[src/rtl/tick_generator_if.sv]
// Configuration and readback port of the tick generator.
// The bus glue owns the master side; the generator owns the slave side.
interface tick_generator_if #(
    parameter int unsigned NCH   = 3,
    parameter int unsigned CNT_W = 32
);
    localparam int unsigned CH_W = (NCH > 1) ? $clog2(NCH) : 1;

    logic             cfg_we;
    logic [CH_W-1:0]  cfg_ch;
    logic             cfg_en;
    logic             cfg_mode;
    logic [CNT_W-1:0] cfg_val;
    logic [CH_W-1:0]  rd_ch;
    logic             rd_en;
    logic             rd_mode;
    logic [CNT_W-1:0] rd_val;

    modport master (
        output cfg_we, cfg_ch, cfg_en, cfg_mode, cfg_val, rd_ch,
        input  rd_en, rd_mode, rd_val
    );

    modport slave (
        input  cfg_we, cfg_ch, cfg_en, cfg_mode, cfg_val, rd_ch,
        output rd_en, rd_mode, rd_val
    );
endinterface

[src/rtl/tick_generator.sv]
// Multi-channel tick / clock-enable generator. Each channel is either an
// integer reload divider or a fractional phase accumulator.
module tick_generator #(
    parameter int unsigned           NCH         = 3,
    parameter int unsigned           CNT_W       = 32,
    parameter logic [NCH*CNT_W-1:0]  RELOAD_INIT = {32'd867, 32'd9, 32'd99},
    parameter logic [NCH-1:0]        MODE_INIT   = {NCH{1'b0}},
    parameter logic [NCH-1:0]        EN_INIT     = {NCH{1'b1}}
) (
    input  logic            clock,
    input  logic            reset,
    input  logic            sync,
    tick_generator_if.slave cfg,
    output logic [NCH-1:0]  tick,
    output logic [NCH-1:0]  sq
);
    localparam int unsigned CH_W = (NCH > 1) ? $clog2(NCH) : 1;

    logic [CNT_W-1:0] val_q [NCH];
    logic [CNT_W-1:0] val_d [NCH];
    logic [CNT_W-1:0] cnt_q [NCH];
    logic [CNT_W-1:0] cnt_d [NCH];
    logic [CNT_W-1:0] acc_q [NCH];
    logic [CNT_W-1:0] acc_d [NCH];
    logic [CNT_W:0]   sum   [NCH];
    logic [NCH-1:0]   mode_q, mode_d;
    logic [NCH-1:0]   en_q, en_d;
    logic [NCH-1:0]   tick_q, tick_d;
    logic [NCH-1:0]   sq_q, sq_d;
    logic [NCH-1:0]   wr_sel;

    // Out-of-range channel numbers match no channel, so such writes are dropped.
    always_comb begin
        wr_sel = '0;
        for (int i = 0; i < NCH; i++) begin
            wr_sel[i] = cfg.cfg_we && (cfg.cfg_ch == CH_W'(i));
        end
    end

    always_comb begin
        for (int i = 0; i < NCH; i++) begin
            sum[i] = {1'b0, acc_q[i]} + {1'b0, val_q[i]};
        end
    end

    always_comb begin
        val_d  = val_q;
        cnt_d  = cnt_q;
        acc_d  = acc_q;
        mode_d = mode_q;
        en_d   = en_q;
        sq_d   = sq_q;
        tick_d = '0;
        for (int i = 0; i < NCH; i++) begin
            if (wr_sel[i]) begin
                // A write restarts the channel and wins over a coincident tick.
                val_d[i]  = cfg.cfg_val;
                mode_d[i] = cfg.cfg_mode;
                en_d[i]   = cfg.cfg_en;
                cnt_d[i]  = '0;
                acc_d[i]  = '0;
            end else if (sync) begin
                cnt_d[i] = '0;
                acc_d[i] = '0;
            end else if (en_q[i]) begin
                if (!mode_q[i]) begin
                    if (cnt_q[i] == val_q[i]) begin
                        cnt_d[i]  = '0;
                        tick_d[i] = 1'b1;
                        sq_d[i]   = ~sq_q[i];
                    end else begin
                        cnt_d[i] = cnt_q[i] + CNT_W'(1);
                    end
                end else begin
                    acc_d[i]  = sum[i][CNT_W-1:0];
                    tick_d[i] = sum[i][CNT_W];
                    sq_d[i]   = sq_q[i] ^ sum[i][CNT_W];
                end
            end
            if (sync) begin
                sq_d[i] = 1'b0;
            end
        end
    end

    always_ff @(posedge clock or negedge reset) begin
        if (!reset) begin
            for (int i = 0; i < NCH; i++) begin
                val_q[i] <= RELOAD_INIT[i*CNT_W +: CNT_W];
                cnt_q[i] <= '0;
                acc_q[i] <= '0;
            end
            mode_q <= MODE_INIT;
            en_q   <= EN_INIT;
            tick_q <= '0;
            sq_q   <= '0;
        end else begin
            for (int i = 0; i < NCH; i++) begin
                val_q[i] <= val_d[i];
                cnt_q[i] <= cnt_d[i];
                acc_q[i] <= acc_d[i];
            end
            mode_q <= mode_d;
            en_q   <= en_d;
            tick_q <= tick_d;
            sq_q   <= sq_d;
        end
    end

    always_comb begin
        cfg.rd_en   = 1'b0;
        cfg.rd_mode = 1'b0;
        cfg.rd_val  = '0;
        for (int i = 0; i < NCH; i++) begin
            if (cfg.rd_ch == CH_W'(i)) begin
                cfg.rd_en   = en_q[i];
                cfg.rd_mode = mode_q[i];
                cfg.rd_val  = val_q[i];
            end
        end
    end

    assign tick = tick_q;
    assign sq   = sq_q;
endmodule

[src/flat_wrapper.sv]
// flat-port wrapper written by rule: the top's interface ports become plain ports
module tick_generator_flat 
#(
    parameter int unsigned           NCH         = 3,
    parameter int unsigned           CNT_W       = 32,
    parameter logic [NCH*CNT_W-1:0]  RELOAD_INIT = {32'd867, 32'd9, 32'd99},
    parameter logic [NCH-1:0]        MODE_INIT   = {NCH{1'b0}},
    parameter logic [NCH-1:0]        EN_INIT     = {NCH{1'b1}}
)
  (clock, reset, sync, tick, sq, cfg_cfg_we, cfg_cfg_ch, cfg_cfg_en, cfg_cfg_mode, cfg_cfg_val, cfg_rd_ch, cfg_rd_en, cfg_rd_mode, cfg_rd_val);
  tick_generator_if #(.NCH(NCH), .CNT_W(CNT_W)) cfg_i ();
  input  logic clock;
  input  logic reset;
  input  logic sync;
  output logic [NCH-1:0] tick;
  output logic [NCH-1:0] sq;
  input wire logic [$bits(cfg_i.cfg_we)-1:0] cfg_cfg_we;
  input wire logic [$bits(cfg_i.cfg_ch)-1:0] cfg_cfg_ch;
  input wire logic [$bits(cfg_i.cfg_en)-1:0] cfg_cfg_en;
  input wire logic [$bits(cfg_i.cfg_mode)-1:0] cfg_cfg_mode;
  input wire logic [$bits(cfg_i.cfg_val)-1:0] cfg_cfg_val;
  input wire logic [$bits(cfg_i.rd_ch)-1:0] cfg_rd_ch;
  output wire logic [$bits(cfg_i.rd_en)-1:0] cfg_rd_en;
  output wire logic [$bits(cfg_i.rd_mode)-1:0] cfg_rd_mode;
  output wire logic [$bits(cfg_i.rd_val)-1:0] cfg_rd_val;
  assign cfg_i.cfg_we = cfg_cfg_we;
  assign cfg_i.cfg_ch = cfg_cfg_ch;
  assign cfg_i.cfg_en = cfg_cfg_en;
  assign cfg_i.cfg_mode = cfg_cfg_mode;
  assign cfg_i.cfg_val = cfg_cfg_val;
  assign cfg_i.rd_ch = cfg_rd_ch;
  assign cfg_rd_en = cfg_i.rd_en;
  assign cfg_rd_mode = cfg_i.rd_mode;
  assign cfg_rd_val = cfg_i.rd_val;
  tick_generator #(.NCH(NCH), .CNT_W(CNT_W), .RELOAD_INIT(RELOAD_INIT), .MODE_INIT(MODE_INIT), .EN_INIT(EN_INIT)) u_core (.clock(clock), .reset(reset), .sync(sync), .cfg(cfg_i), .tick(tick), .sq(sq));
endmodule
[config.mk]
export PLATFORM = sky130hd
export DESIGN_NAME = tick_generator_flat
export DESIGN_NICKNAME = d
export VERILOG_FILES = /design/src/rtl/tick_generator_if.sv /design/src/rtl/tick_generator.sv /design/src/flat_wrapper.sv
export SDC_FILE = /design/constraint.sdc
export NUM_CORES = 1
export LEC_CHECK = 0
export ABC_AREA = 0
export CORE_MARGIN = 2
export CORE_UTILIZATION = 59
export DETAILED_ROUTE_END_ITERATION = 10
export GPL_TIMING_DRIVEN = 0
export PLACE_DENSITY = 0.78
export SETUP_SLACK_MARGIN = 0.3
export SYNTH_ARGS = -nofsm -noshare
export SYNTH_HDL_FRONTEND = slang
export SYNTH_SLANG_ARGS = --single-unit
[constraint.sdc]
create_clock -name clock -period 3.6 [get_ports clock]
set_clock_uncertainty 0.2 [all_clocks]
set_input_delay 0.9 -clock clock [delete_from_list [all_inputs] [get_ports clock]]
set_output_delay 0.9 -clock clock [all_outputs]
set_load 0.1 [all_outputs]
## Word level (Yosys, flattened, before mapping)

Index checks and enable logic that the tools add are counted.

- Output and inout port bits: 40
- RAM bits: 0
- Latch bits: 0
- Memories kept: 0
- Logic and storage cells: 136
- Bits in registers: 300
- Bits in read-only memories: 0
- Input port bits: 42

- Magnitude comparators: 0
- Divide/modulo/power cells: 0
- Bitwise gates (word level): 6
- Mux-type cells: 66
- Eq/ne operators: 13
- Reduce and logical (&&, ||, !) cells: 26
- Add/sub/neg operators: 6
- Multiply operators: 0
- Shift operators: 0

Operator list:

| operator | number |
|---|---|
| 32-bit two-way mux | 30 |
| 32-bit by 32-bit adder with 33-bit output | 3 |
| 32-bit by 1-bit adder with 32-bit output, second input constant | 3 |
| 32-bit == test | 3 |
| 1-bit two-way mux | 36 |
| 3-bit nonzero test | 9 |
| 2-bit AND reduction | 6 |
| 3-bit inequality test, second input constant | 3 |
| 3-bit AND reduction | 3 |
| 2-bit inequality test, second input constant | 3 |
| 2-bit nonzero test | 3 |
| 2-bit by 1-bit == test with 1-bit output, second input constant | 2 |
| 2-bit == test, second input constant | 2 |
| 2-bit logical NOT | 2 |
| 1-bit logical AND | 3 |
| 1-bit NOT | 3 |
| 1-bit XOR | 3 |

## Depth between registers and ports, before layout

- Depth after elaboration: 6
- Mapped depth: 10
- Gate-level depth less buffers: 10

## Worst setup path before layout

OpenSTA, ideal clock, no wires.

- Path kind: input to output
- Start: input cfg_rd_ch[0]
- End: output cfg_rd_val[11]
- Cell stages on the path: 4
- Setup slack: -1.426 ns
- Arrival: 3.926 ns
- Data required time: 2.500 ns
- Buffers on the path: 2
- Cells stage by stage: clkbuf_1 buf_1 mux2i_1 o21ai_0

- Longest elaborated chain between the ends: 4
- Elaborated cells between the ends (all ways): 6
- Those cells by class: 2 x eq/ne; 3 x mux; 1 x reduce/logical

Ends and longest elaborated chain:

| element | RTL line | source |
|---|---|---|
| start: declaration | flat_wrapper.sv:22 | `input wire logic [$bits(cfg_i.rd_ch)-1:0] cfg_rd_ch;` |
| 2-bit logical NOT | tick_generator.sv:115 | `if (cfg.rd_ch == CH_W'(i)) begin` |
| 32-bit two-way mux (2 in a row) | tick_generator.sv:115 |  |
| 32-bit two-way mux (*) | tick_generator.sv:115 |  |
| end: declaration | flat_wrapper.sv:25 | `output wire logic [$bits(cfg_i.rd_val)-1:0] cfg_rd_val;` |

Mark *: on every way between the ends. The rest lies on a longest branch, timed or not.

## Worst setup path after layout

- Start: register u_core.val_q[0] (netlist name)
- End: register u_core.sq_q[2], in the netlist u_core.sq[2]

- Longest elaborated chain between the ends: 6
- Elaborated cells between the ends (all ways): 9
- Those cells by class: 1 x add/sub; 1 x eq/ne; 4 x mux; 1 x bitwise; 2 x reduce/logical

Ends and longest elaborated chain:

| element | RTL line | source |
|---|---|---|
| start: declaration | tick_generator.sv:19 | `logic [CNT_W-1:0] val_q [NCH];` |
| start signal: indexed assignment | tick_generator.sv:89 | `val_q[i] <= RELOAD_INIT[i*CNT_W +: CNT_W];` |
| start signal: indexed assignment | tick_generator.sv:99 | `val_q[i] <= val_d[i];` |
| 32-bit by 32-bit adder with 33-bit output | tick_generator.sv:42 | `sum[i] = {1'b0, acc_q[i]} + {1'b0, val_q[i]};` |
| 1-bit XOR | tick_generator.sv:77 | `sq_d[i] = sq_q[i] ^ sum[i][CNT_W];` |
| 1-bit two-way mux | tick_generator.sv:66 | `if (!mode_q[i]) begin` |
| 1-bit two-way mux | tick_generator.sv:65 | `end else if (en_q[i]) begin` |
| 1-bit two-way mux | tick_generator.sv:55 | `if (wr_sel[i]) begin` |
| 1-bit two-way mux | tick_generator.sv:80 | `if (sync) begin` |
| end signal: assignment | tick_generator.sv:106 | `sq_q <= sq_d;` |
| end: declaration | tick_generator.sv:29 | `logic [NCH-1:0] sq_q, sq_d;` |

Parallel ways exist; a longest one is shown, timed or not. The select of a mux whose other input is x is not followed.
A chain may end at the register's enable or synchronous reset.

==> impl_metrics.tcl <==
set metrics [dict create \
    final_antenna_net_count 0 \
    areaGrowthSynthToFinish_pct 16.7 \
    post_drt_wl_per_cell_um 21.5 \
    clock_path_buffers 3 \
    reg2regPathDepth 10 \
    yosysWarningCount 0 \
    nets 2436 \
    cp-end-kind "flip-flop" \
    crit_start "u_core.val_q[0]$_DFFE_PN1P_" \
    reg2reg_to "u_core.sq[2]$_DFFE_PN0P_" \
    critPathKind "reg -> reg" \
    hold_viol 0 \
    drc_errors 0 \
    period_minus_slack_ns 3.27 \
    grt_pass1_vias 16892 \
    cts-htree-levels 2 \
    start_kind "flip-flop" \
    io_pins 82 \
    drive_gt1_frac 0.132 \
    syn_inst 2163 \
    synth-seq-cells 300 \
    drtIter0Drc 1552 \
    crit_arrival_ns 3.46 \
    syn_avg_cell_area_um2 8.99 \
    p_sw_frac 0.369 \
    relSlewSlack 0.334 \
    use_met1 0.458 \
    use_met2 0.554 \
    p_leak_nw 10.2 \
    worstPathRequired_ns 3.80 \
    clk_latency_ns 0.52 \
    clock.fmax_ghz 0.306 \
    peakVddDrop_v 0.000433 \
    pwr-share-seq 0.373 \
    hold_slack_ns 0.161 \
    path_clk_slew_ns 0.06 \
    cts_sinks 300 \
    maxCapViolations 0 \
    synth_edf_count 0 \
    setup_viol 0 \
    wl_mm 59.3 \
    drv_slew 0 \
    num_antenna_cells 0 \
    timing.final.crit_share 0.907 \
    synth_area_mm2 0.0194 \
    synth_cell_types 90 \
    rsz0062_at_grt "yes" \
    die-area_mm2 0.0344 \
    top_usage_layer "met2" \
    dieWidth_um 186 \
    synth_nets 2307 \
    synth_top_flop_cell "dfrtp_1" \
    grt_max_degree 119 \
    portBuffers 80 \
    tritoncts "yes" \
    status "complete, no violations" \
    placementRows 66 \
    grt_antenna_before_repair 0 \
    place_congestion 1.00 \
    worst_slew_pin_slew_ns 0.996 \
    synth_top_area_share 0.367 \
    async_flop_share 1.00 \
    p_comb_frac 0.303 \
    num_vias 17418 \
    grt_first_pass_wirelength_mm 92.0 \
    critPathMaxFanout 4 \
    p_clk_frac 0.324 \
    grt_overflow 0 \
    cts.root.buffer_cell "clkbuf_16" \
    cts_hold_buf 0 \
    powerDensity_mw_per_mm2 513 \
    start_util 0.599 \
    numCtsBuffers 35 \
    seq_area_frac_synth 0.387 \
    dr.pass1.iters 5 \
    grt_usage 0.347 \
    hold_path_class "in -> async" \
    synthTopCellsByArea "dfrtp_1 37%, nand2_1 6.7%, ha_1 6.4%" \
    yosysMostFrequentCell "nand2_1" \
    yosys-top-cells-count "346 x nand2_1, 285 x dfrtp_1, 217 x o21ai_0" \
    die_h_um 186 \
    hpwl_mm 44.6 \
    r2r_start "u_core.val_q[0]$_DFFE_PN1P_" \
    viasPerCell 6.32 \
    grtUsageMet3 0.0546 \
    power.internal_mw 7.34 \
    core_mm2 0.0325 \
    synth_top_area_cell "dfrtp_1" \
    r2r_slack_ns 0.33 \
    netSwitchingPower_mw 4.30 \
    crit_end "u_core.sq[2]$_DFFE_PN0P_" \
    setup-tns-final_ns 0 \
]
[routing by layer]
| metal | part of all wire | wire [µm] |
|---|---|---|
| met3 | 0.072 | 4280 |
| met5 | 0 | 0 |
| met2 | 0.46 | 27400 |
| met4 | 0.054 | 3180 |
| met1 | 0.41 | 24500 |
[cell type report]
cell class	instances	area [µm²]
Multi-Input combinational cell	1728	11800
Fill cell	2426	9770
Sequential cell	300	7530
Clock buffer	50	1020
Timing Repair Buffer	92	993
Tap cell	442	553
Buffer	103	505
Clock inverter	10	178
Inverter	32	124
[critical path, stage by stage (launching register included)]
cell and delay [ns]:
dfstp_2 0.42, ha_4 0.19, fa_2 0.35, a21o_2 0.20, a221o_2 0.36, and4_4 0.21, o211ai_1 0.26, a21oi_2 0.12
o2111ai_2 0.27, a221o_2 0.26, mux2_4 0.30
[state kept, by name (all words and copies together) (netlist names)]
signal         cells
u_core.mode_q      3
u_core.sq          3
u_core.en_q        3
u_core.cnt_q      96
u_core.val_q      96
u_core.acc_q      96
u_core.tick        3
[how the worst min path moves through the flow]
stage                                        end  slack (ns)
global placement    u_core.acc_q[77]$_DFFE_PN0P_        0.27
floorplan           u_core.acc_q[28]$_DFFE_PN0P_        0.26
detailed placement  u_core.acc_q[63]$_DFFE_PN0P_        0.28
finish              u_core.acc_q[15]$_DFFE_PN0P_        0.16
CTS                 u_core.acc_q[15]$_DFFE_PN0P_        0.21
global route        u_core.acc_q[15]$_DFFE_PN0P_        0.24
[cell usage in the layout (no fill, tap or decap), types with 9 or more instances in the layout]
cell / count
nor4_1: 20
a21oi_1: 107
o21bai_1: 20
dfrtp_1: 285
buf_2: 11
nand2_1: 346
xnor2_1: 86
buf_6: 26
a22o_1: 9
clkbuf_16: 37
buf_4: 19
a21o_1: 47
clkbuf_8: 9
clkdlybuf4s50_1: 44
o31ai_1: 27
nand4_1: 65
dfstp_2: 15
o21ai_0: 182
mux2_2: 67
inv_1: 31
ha_1: 97
nor2b_1: 24
nor2_1: 124
nor3_1: 16
or3_1: 11
o21a_1: 15
nand3_1: 53
nand2b_1: 21
clkbuf_1: 72
o21ai_4: 30
a211oi_1: 9
and3_1: 38
mux2i_1: 40
xor2_1: 131
[kinds of logic after synthesis]
logic type / Yosys count / synth area share
simple gates: 766 / 0.185
compound gates: 535 / 0.173
flops: 300 / 0.387
xor+xnor: 217 / 0.0978
buf+inv: 135 / 0.0305
mux: 108 / 0.0602
fa+ha+maj: 102 / 0.0668
[power groups by stage]
stage / Combinational, mW / Sequential (mW) / Clock [mW]
floorplan: 2.55 / 4.10 / 0
global placement: 3.30 / 4.35 / 0
detailed placement: 3.39 / 4.36 / 0
CTS: 3.45 / 4.31 / 3.78
global route: 3.82 / 4.35 / 3.94
finish: 3.53 / 4.34 / 3.77
[what timing repair did]
action	in CTS	in global routing
pin swaps	3	12
setup endpoints to repair	83	92
gates resized for setup	261	39
setup buffers	0	10
[stage by stage]
stage                     instances  utilization  worst slack (ns)  total power, mW  cell area, µm²
after detailed placement       2687        0.653             -1.65             7.75           21200
after global placement         2685        0.652            -11.72             7.66           21100
after CTS                      2747        0.693             0.306             11.5           22500
after global routing           2757        0.699             0.239             12.1           22700
after floorplan                2163            -            0.0631             6.65           19800
final                          2757        0.699             0.335             11.6           22700
No activity file was read; power rests on OpenSTA's default activity.
